`config.mk`:
```
export PLATFORM = sky130hd
export DESIGN_NAME = barrel_shift_pipe
export DESIGN_NICKNAME = d
export VERILOG_FILES = /design/src/rtl/barrel_shift_pipe.sv
export SDC_FILE = /design/constraint.sdc
export NUM_CORES = 1
export LEC_CHECK = 0
export BUFFER_PORTS_ARGS = -buffer_cell sky130_fd_sc_hd__buf_4
export CAP_MARGIN = 15
export CORE_UTILIZATION = 47
export CTS_BUF_LIST = sky130_fd_sc_hd__clkbuf_4 sky130_fd_sc_hd__clkbuf_8
export CTS_CLUSTER_SIZE = 20
export DETAILED_ROUTE_END_ITERATION = 8
export PLACE_DENSITY = 0.73
export SLEW_MARGIN = 15
export SYNTH_ARGS = -nofsm -noshare
export SYNTH_HDL_FRONTEND = slang
export SYNTH_SLANG_ARGS = --single-unit
```
`constraint.sdc`:
```
create_clock -name clk -period 13.4 [get_ports clk]
set_input_delay 4.02 -clock clk [delete_from_list [all_inputs] [get_ports clk]]
set_output_delay 4.02 -clock clk [all_outputs]
set_load 0.02 [all_outputs]
```
`src/rtl/barrel_shift_pipe.sv`:
```
// Pipelined barrel shifter for the kv10 ALU path: logical/arithmetic shifts and
// rotates on a WIDTH-bit word. Bit 0 in kv10 numbering (the sign) is bit WIDTH-1
// here, so a "left" shift moves data towards the MSB. Elastic valid/ready
// pipeline with PIPE_DEPTH register stages and a sticky overflow flag.
module barrel_shift_pipe #(
    parameter int unsigned WIDTH      = 36,
    parameter int unsigned SHIFT_BITS = 9,
    parameter int unsigned PIPE_DEPTH = 2,
    parameter int unsigned TAG_W      = 4
) (
    input  logic                  clk,
    input  logic                  reset_n,
    input  logic                  flush,
    input  logic                  in_valid,
    output logic                  in_ready,
    input  logic [WIDTH-1:0]      in_data,
    input  logic [SHIFT_BITS-1:0] in_shift,
    input  logic                  in_arith,
    input  logic                  in_rotate,
    input  logic [TAG_W-1:0]      in_tag,
    output logic                  out_valid,
    input  logic                  out_ready,
    output logic [WIDTH-1:0]      out_data,
    output logic                  out_ovf,
    output logic [TAG_W-1:0]      out_tag,
    output logic                  ovf_sticky,
    input  logic                  clr_ovf
);

    localparam int unsigned         STEPS    = SHIFT_BITS;
    localparam logic [WIDTH-2:0]    LOW_ONES = '1;

    // Rotates are normalised to a left rotate by an amount below WIDTH.
    typedef enum logic [2:0] {
        OP_LSL = 3'd0,
        OP_ASL = 3'd1,
        OP_LSR = 3'd2,
        OP_ASR = 3'd3,
        OP_ROL = 3'd4
    } op_e;

    typedef struct packed {
        logic [WIDTH-1:0]      data;
        logic [SHIFT_BITS-1:0] amt;
        op_e                   op;
        logic                  ovf;
        logic [TAG_W-1:0]      tag;
    } stage_t;

    // Apply the log-shifter steps lo..hi-1 (step k shifts by 2**k when amt[k] is set).
    function automatic stage_t apply_steps(input stage_t p, input int lo, input int hi);
        stage_t              q;
        logic [WIDTH-2:0]    low;
        logic [2*WIDTH-1:0]  dbl;
        int unsigned         sh;
        q = p;
        for (int k = 0; k < int'(STEPS); k++) begin
            if (k >= lo && k < hi && q.amt[k]) begin
                sh = 32'd1 << k;
                case (q.op)
                    OP_LSL: q.data = q.data << sh;
                    OP_ASL: begin
                        low                = q.data[WIDTH-2:0];
                        q.data[WIDTH-2:0]  = low << sh;
                    end
                    OP_LSR: q.data = q.data >> sh;
                    OP_ASR: q.data = $signed(q.data) >>> sh;
                    OP_ROL: begin
                        dbl    = {q.data, q.data} << sh;
                        q.data = dbl[2*WIDTH-1:WIDTH];
                    end
                    default: q.data = q.data;
                endcase
            end
        end
        return q;
    endfunction

    logic                        w_neg;
    logic [SHIFT_BITS-1:0]       w_mag;
    int unsigned                 w_rot_mod;
    stage_t                      w_prep;
    logic [PIPE_DEPTH:0]         w_load;
    logic [PIPE_DEPTH-1:0]       w_up_valid;
    stage_t [PIPE_DEPTH-1:0]     w_stage_in;
    logic                        w_unused_ctrl;

    logic [PIPE_DEPTH-1:0]       r_valid;
    stage_t [PIPE_DEPTH-1:0]     r_pay;
    logic                        r_ovf_sticky;

    // Decode the signed count into an op and unsigned amount; overflow of a
    // left arithmetic shift is judged on the original operand bits.
    always_comb begin
        w_neg     = in_shift[SHIFT_BITS-1];
        w_mag     = w_neg ? (~in_shift + SHIFT_BITS'(1)) : in_shift;
        w_rot_mod = 32'(w_mag) % WIDTH;
        w_prep      = '0;
        w_prep.data = in_data;
        w_prep.tag  = in_tag;
        if (in_rotate) begin
            w_prep.op  = OP_ROL;
            w_prep.amt = (w_neg && w_rot_mod != 0) ? SHIFT_BITS'(WIDTH - w_rot_mod)
                                                   : SHIFT_BITS'(w_rot_mod);
        end else begin
            w_prep.op  = w_neg ? (in_arith ? OP_ASR : OP_LSR) : (in_arith ? OP_ASL : OP_LSL);
            w_prep.amt = w_mag;
            w_prep.ovf = !w_neg && in_arith &&
                         (((in_data[WIDTH-2:0] ^ {(WIDTH-1){in_data[WIDTH-1]}})
                           & ~(LOW_ONES >> w_mag)) != '0);
        end
    end

    // Stage k may load when empty or when its content moves on this cycle.
    always_comb begin
        w_load             = '0;
        w_load[PIPE_DEPTH] = out_ready;
        for (int k = int'(PIPE_DEPTH) - 1; k >= 0; k--) begin
            w_load[k] = !r_valid[k] || w_load[k+1];
        end
    end

    assign in_ready = reset_n && !flush && w_load[0];

    // Route each stage's upstream payload and valid.
    always_comb begin
        w_stage_in    = '0;
        w_up_valid    = '0;
        w_stage_in[0] = w_prep;
        w_up_valid[0] = in_valid && in_ready;
        for (int k = 1; k < int'(PIPE_DEPTH); k++) begin
            w_stage_in[k] = r_pay[k-1];
            w_up_valid[k] = r_valid[k-1];
        end
    end

    // Pipeline registers; payload only captured when a real op moves in.
    always_ff @(posedge clk) begin
        if (!reset_n) begin
            r_valid <= '0;
            r_pay   <= '0;
        end else begin
            for (int k = 0; k < int'(PIPE_DEPTH); k++) begin
                if (flush) begin
                    r_valid[k] <= 1'b0;
                end else if (w_load[k]) begin
                    r_valid[k] <= w_up_valid[k];
                end
                if (w_load[k] && w_up_valid[k]) begin
                    r_pay[k] <= apply_steps(w_stage_in[k],
                                            int'((32'(k) * STEPS) / PIPE_DEPTH),
                                            int'((32'(k + 1) * STEPS) / PIPE_DEPTH));
                end
            end
        end
    end

    // Sticky overflow: a handed-off overflow wins over a simultaneous clear.
    always_ff @(posedge clk) begin
        if (!reset_n) begin
            r_ovf_sticky <= 1'b0;
        end else if (out_valid && out_ready && out_ovf) begin
            r_ovf_sticky <= 1'b1;
        end else if (clr_ovf) begin
            r_ovf_sticky <= 1'b0;
        end
    end

    assign out_valid     = r_valid[PIPE_DEPTH-1];
    assign out_data      = r_pay[PIPE_DEPTH-1].data;
    assign out_ovf       = r_pay[PIPE_DEPTH-1].ovf;
    assign out_tag       = r_pay[PIPE_DEPTH-1].tag;
    assign ovf_sticky    = r_ovf_sticky;
    assign w_unused_ctrl = ^{r_pay[PIPE_DEPTH-1].amt, r_pay[PIPE_DEPTH-1].op};

endmodule
```
# == Yosys cells after proc, flatten, opt, wreduce, memory -nomap -nowiden ==
# Index checks and enable logic that the tools add are counted.
# totals
ff_bits,97
latchBits,0
ramBits,0
romBits,0
input_bits,57
output_inout_bits,44
word_cells,97
mem_count,0
# classes
add_sub_neg,2
mul,0
div_mod_pow,1
magnitude_cmp,0
eq_ne,8
shift,1
n_mux,38
bitwise_logic,5
n_reduce_logical,31
# ops
op,n
one-hot mux 35 bit (4 select lines),5
two-way mux 36 bit,11
one-hot mux 35 bit (3 select lines),2
one-hot mux 35 bit (2 select lines),2
AND 35 bit,1
inverter 35 bit,1
nonzero test 35 bit,1
">> shifter 35 x 9 -> 35 bit, first input constant",1
bitwise XOR 35 bit,1
"modulo 9 x 6 -> 32 bit, second input constant",1
nonzero test 32 bit,1
two-way mux 9 bit,2
one-hot mux 1 bit (2 select lines),7
OR reduction 2 bit,7
"equality test 3 x 2 -> 1 bit, second input constant",4
two-way mux 12 bit,1
logical AND 1 bit,10
"adder 9 x 1 -> 9 bit, second input constant",1
inverter 9 bit,1
"subtractor 6 x 9 -> 9 bit, first input constant",1
two-way mux 1 bit,7
"equality test 3 x 1 -> 1 bit, second input constant",2
"equality test 3 bit, second input constant",2
zero test 3 bit,2
7 further kinds,12

# == Logic depth before layout (Yosys ltp) ==
# depth
ltp_word,18
depth_mapped,24
ltp_nobuf,19

# == Worst setup path before layout ==
# OpenSTA, ideal clock, no wires.
# synth_path
kind,input to register
start,input in_shift[0]
end,register r_pay[39] in the netlist's numbering
setup_time_ns,0.117
arrival_ns,9.009
required_ns,13.283
path_slack_ns,4.275
path_stages,22
path_buffers,3
path_cell_list,clkbuf_1 clkinv_1 clkbuf_1 ha_1 and2_1 a21o_1 nor2_1 nand3_1 ha_1 inv_1 nand2_1 o21ai_0 o221ai_1 or4_1 a211oi_4 nor3_2 nor2_4 buf_4 mux2i_2 o22ai_1 or4_1 a22o_1
# synth_between
elab_chain_cells,15
word_cells_on_any_way,16
cone_classes,add/sub (2); div (1); mux (10); bitwise (1); reduce/logical (2)
# synth_rtl
element,line_no,source
"start, declared",17,"input logic [SHIFT_BITS-1:0] in_shift,"
inverter 9 bit,96,w_mag = w_neg ? (~in_shift + SHIFT_BITS'(1)) : in_shift;
adder 9 x 1 -> 9 bit,96,
two-way mux 9 bit *,96,
branches (longest 4 deep; another with modulo 9 x 6 -> 32 bit),--,
two-way mux 12 bit *,101,if (in_rotate) begin
two-way mux 36 bit,58,if (k >= lo && k < hi && q.amt[k]) begin
one-hot mux 35 bit (4 select lines),60,case (q.op)
two-way mux 36 bit,58,
one-hot mux 35 bit (4 select lines),60,
two-way mux 36 bit,58,
one-hot mux 35 bit (4 select lines),60,
two-way mux 36 bit *,58,
"end signal, assigned by index",150,"r_pay[k] <= apply_steps(w_stage_in[k],"
"end, declared",89,stage_t [PIPE_DEPTH-1:0] r_pay;
# Every way passes the cells marked *.
# A chain may end at the register's enable or synchronous reset.

# == Worst setup path in the final report ==
# layout_path
start,input in_shift[0]
end,register r_pay[42] in the netlist's numbering
# layout_between
elab_chain_cells,15
word_cells_on_any_way,17
cone_classes,add/sub (2); div (1); mux (11); bitwise (1); reduce/logical (2)
# layout_rtl
element,line_no
inverter 9 bit,96
adder 9 x 1 -> 9 bit,96
two-way mux 9 bit *,96
branches (longest 4 deep; another with modulo 9 x 6 -> 32 bit),--
two-way mux 12 bit *,101
two-way mux 36 bit,58
one-hot mux 35 bit (4 select lines) / one-hot mux 1 bit (2 select lines) (equally long branches),60
two-way mux 36 bit,58
one-hot mux 35 bit (4 select lines),60
two-way mux 36 bit,58
one-hot mux 35 bit (4 select lines),60
two-way mux 36 bit *,58
# Marks and branches as above.

==> summary.md <==
| Metric | Value |
|---|---|
| Crit-path slowest cell | or3_1 |
| Final HPWL DP | between 20000 and 30000 um |
| Post-synth top flop | dfxtp_1 |
| Measured slew at the worst slew-check pin | roughly 1.2 ns |
| DIE WIDTH | around 150 um |
| Antenna viol nets, final | 0 |
| Int Power | roughly 0.53 mW |
| GRT Util Overall | 0.345 |
| Largest net degree at the start of global routing | 76 |
| Wire per inst | about 22 um |
| CTS tree | done |
| Global route overflow | 0 |
| Final period utilization | 0.830 |
| #FFs+latches synth | between 90 and 100 |
| CTS Hold Bufs | 0 |
| Syn nets | approximately 1800 |
| Rel. slew slack | 0.182 |
| Die height | 153 um |
| Sequential share of power | 0.302 |
| Clk buf depth | 2 |
| Fraction of registers with async set/reset | 0 |
| Worst-Skew Late Latency | 0.40 ns |
| Peak supply drop | around 0.052 mV |
| Post-synth EDFFs | 0 |
| CP Launch Type | primary input |
| Slew Viols, Final | 0 |
| Clock skew | between 0.01 and 0.015 ns |
| Switching share of total power | 0.472 |
| DRC | 0 |
| Final WL | roughly 41000 um |
| Crit-path max cell delay | around 0.72 ns |
| Die ar. | about 23000 um^2 |
| Final Wtd Congestion | between 1 and 1.5 |
| CP endpoint kind | flop |
| Global-route wire length before repair | between 60000 and 70000 um |
| Core Area | 22100 um^2 |
| Number of port buffers | 100 |
| Outcome | finished, final reports clean |
| Crit Path Category | in2reg |
| Via count | about 13000 |
| Top cells by area, synth | dfxtp_1 17%, a21oi_1 12%, o21ai_0 8.3% |
| Final hold viol count | 0 |
| Min-Delay Path Class | reg2reg |
| Area leader, netlist | dfxtp_1 |
| Yosys top cell area share | 0.173 |
| Critical path required time | 13.70 ns |
| Layout cell share with drive strength beyond 1 | 0.112 |
| Post-Syn Instances | ~1700 |
| Ports | about 100 |
| # Post-CTS Setup Buffers | 0 |
| Pleak | around 4.0 nW |
| Vias in the first global route | 11600 |
| DRT iter0 DRCs | between 1500 and 2000 |
| Synth cell types | roughly 90 |
| Comb pwr share | 0.504 |
| N_diodes | 0 |
| Mapped Avg Cell Area | 6.34 um^2 |
| Critical-path cell list | buf_4 -> clkinv_1 -> ha_1 -> and2_1 -> a21o_1 -> nor2_1 -> nand3_1 -> ha_1 -> inv_1 -> nand2_1 -> o21ai_0 -> o221ai_1 -> or4_1 -> a211oi_4 -> or3_1 -> nand2_2 -> a21oi_1 -> mux4_2 -> a22oi_1 -> a21o_1 |
| Sequential element share of the synthesized area | 0.173 |
| Final Net Count | roughly 1700 |
| Initial Util | 0.486 |
| Number of max-cap violations | 0 |
| Clock-pin slew on the worst setup and hold paths | ~0.11 ns |
| # rows | 54 |
| NetSw | 0.478 mW |
| Setup TNS | 0 ns |
| Pre-Repair DR Iteration Count | 7 |
| RSZ-0062 raised after global routing | false |
| Critical Path AT | between 10 and 15 ns |
| Layout area overhead | 5.36% |
| Fin crit period | approximately 11 ns |
| Root Buffer | clkbuf_8 |
| Count leader, synth | a21oi_1 |
| Cell Pwr Density | 89.4 nW/um^2 |
| Total CTS buffers | 9 |
| H-tree Lvls | 3 |
| Warnings, synthesis | 0 |
| Setup Viol. Count Final | 0 |
| Core Util, Final | 0.512 |
| Cell Area, Synth | 10700 um^2 |
| Clock tree sinks | a little over 90 |
| Clock share of power | 0.194 |
| Post_cts resized | 0 |
| Post-synth top cells | 261 x a21oi_1, 217 x nand2_1, 179 x o21ai_0, 174 x nor2_1, 118 x clkbuf_1 |
| Initial antenna violation count | 0 |
| Fmax | about 90 MHz |
| DR vias/cell | slightly below 7 |
| CP max FO | 66 |
-- placed cells by master (no fill, tap or decap), types with 13 or more instances in the layout --
cell        n
a211oi_1   52
a21o_1     19
a21oi_1   261
a22oi_1    31
a31oi_1    43
and3_1     13
buf_4     123
dfxtp_1    93
mux2i_1    19
nand2_1   215
nand2b_1   16
nand3_1    53
nor2_1    173
nor3_1     36
o211ai_1   44
o21ai_0   179
-- worst paths after layout --
path,to,startpoint,cells past startpoint,slack [ns]
max,r_pay[42],in_shift[0],20,2.28
min,out_tag[2],r_pay[2],2,0.46
max reg2reg,out_data[33],r_pay[5],11,9.32
min reg2reg,out_tag[2],r_pay[2],2,0.46
-- sequential cells by signal, summed over array words and instances, names as in the netlist --
register / cells
out_data: 36
out_tag: 4
r_valid: 2
ovf_sticky: 1
out_ovf: 1
r_pay: 49
-- layer usage --
metal	up-vias	track usage	wire length [um]
met5	-	0	0
met4	0	0.117	1290
met3	112	0.0644	4560
met2	827	0.517	17400
met1	6148	0.493	18000
li1	6129	-	-
-- logic make-up (layout without fill, tap and decap cells) --
kind of cell | Yosys count | count (layout) | synth area share
flops | 93 | 93 | 0.173
buf+inv | 208 | 153 | 0.0929
compound gates | 769 | 769 | 0.445
simple gates | 574 | 574 | 0.238
fa+ha+maj | 3 | 3 | 0.00349
xor+xnor | 16 | 16 | 0.0143
mux | 32 | 32 | 0.0328
-- through the flow --
| stage | worst slack (ns) | total power, mW | cell area (um^2) | hold slack, ns | instances |
|---|---|---|---|---|---|
| after floorplan | 4.27 | 0.666 | 10700 | 0.432 | 1695 |
| after global routing | 1.72 | 1.07 | 11300 | 0.479 | 1920 |
| after detailed placement | 2.17 | 0.799 | 11100 | 0.445 | 1904 |
| after CTS | 2.59 | 0.995 | 11300 | 0.458 | 1920 |
| after global placement | 2.43 | 0.798 | 11100 | 0.436 | 1904 |
| final | 2.28 | 1.01 | 11300 | 0.456 | 1920 |
-- critical path, delay by kind of cell --
kind / cells / cell delay [ns]
AOI/OAI and AO/OA: 7 / 2.25
adders and majority gates: 2 / 0.82
muxes: 1 / 0.36
and+or+nand+nor: 7 / 2.74
buffers and inverters: 3 / 1.19
-- power groups by stage --
| stage | Sequential [mW] | Clock (mW) | Combinational [mW] |
|---|---|---|---|
| finish | 0.306 | 0.196 | 0.510 |
| global placement | 0.311 | 0 | 0.487 |
| detailed placement | 0.312 | 0 | 0.487 |
| global route | 0.307 | 0.210 | 0.549 |
| floorplan | 0.305 | 0 | 0.361 |
| CTS | 0.305 | 0.200 | 0.490 |
-- final cells by class --
cell class / count / area (um^2)
Tap cell: 280 / 350
Clock buffer: 9 / 124
Inverter: 14 / 52.6
Fill cell: 2314 / 10800
Timing Repair Buffer: 123 / 923
Multi-Input combinational cell: 1394 / 7930
Clock inverter: 7 / 81.3
Sequential cell: 93 / 1860
Note: power is estimated with default switching activity, not from simulation.
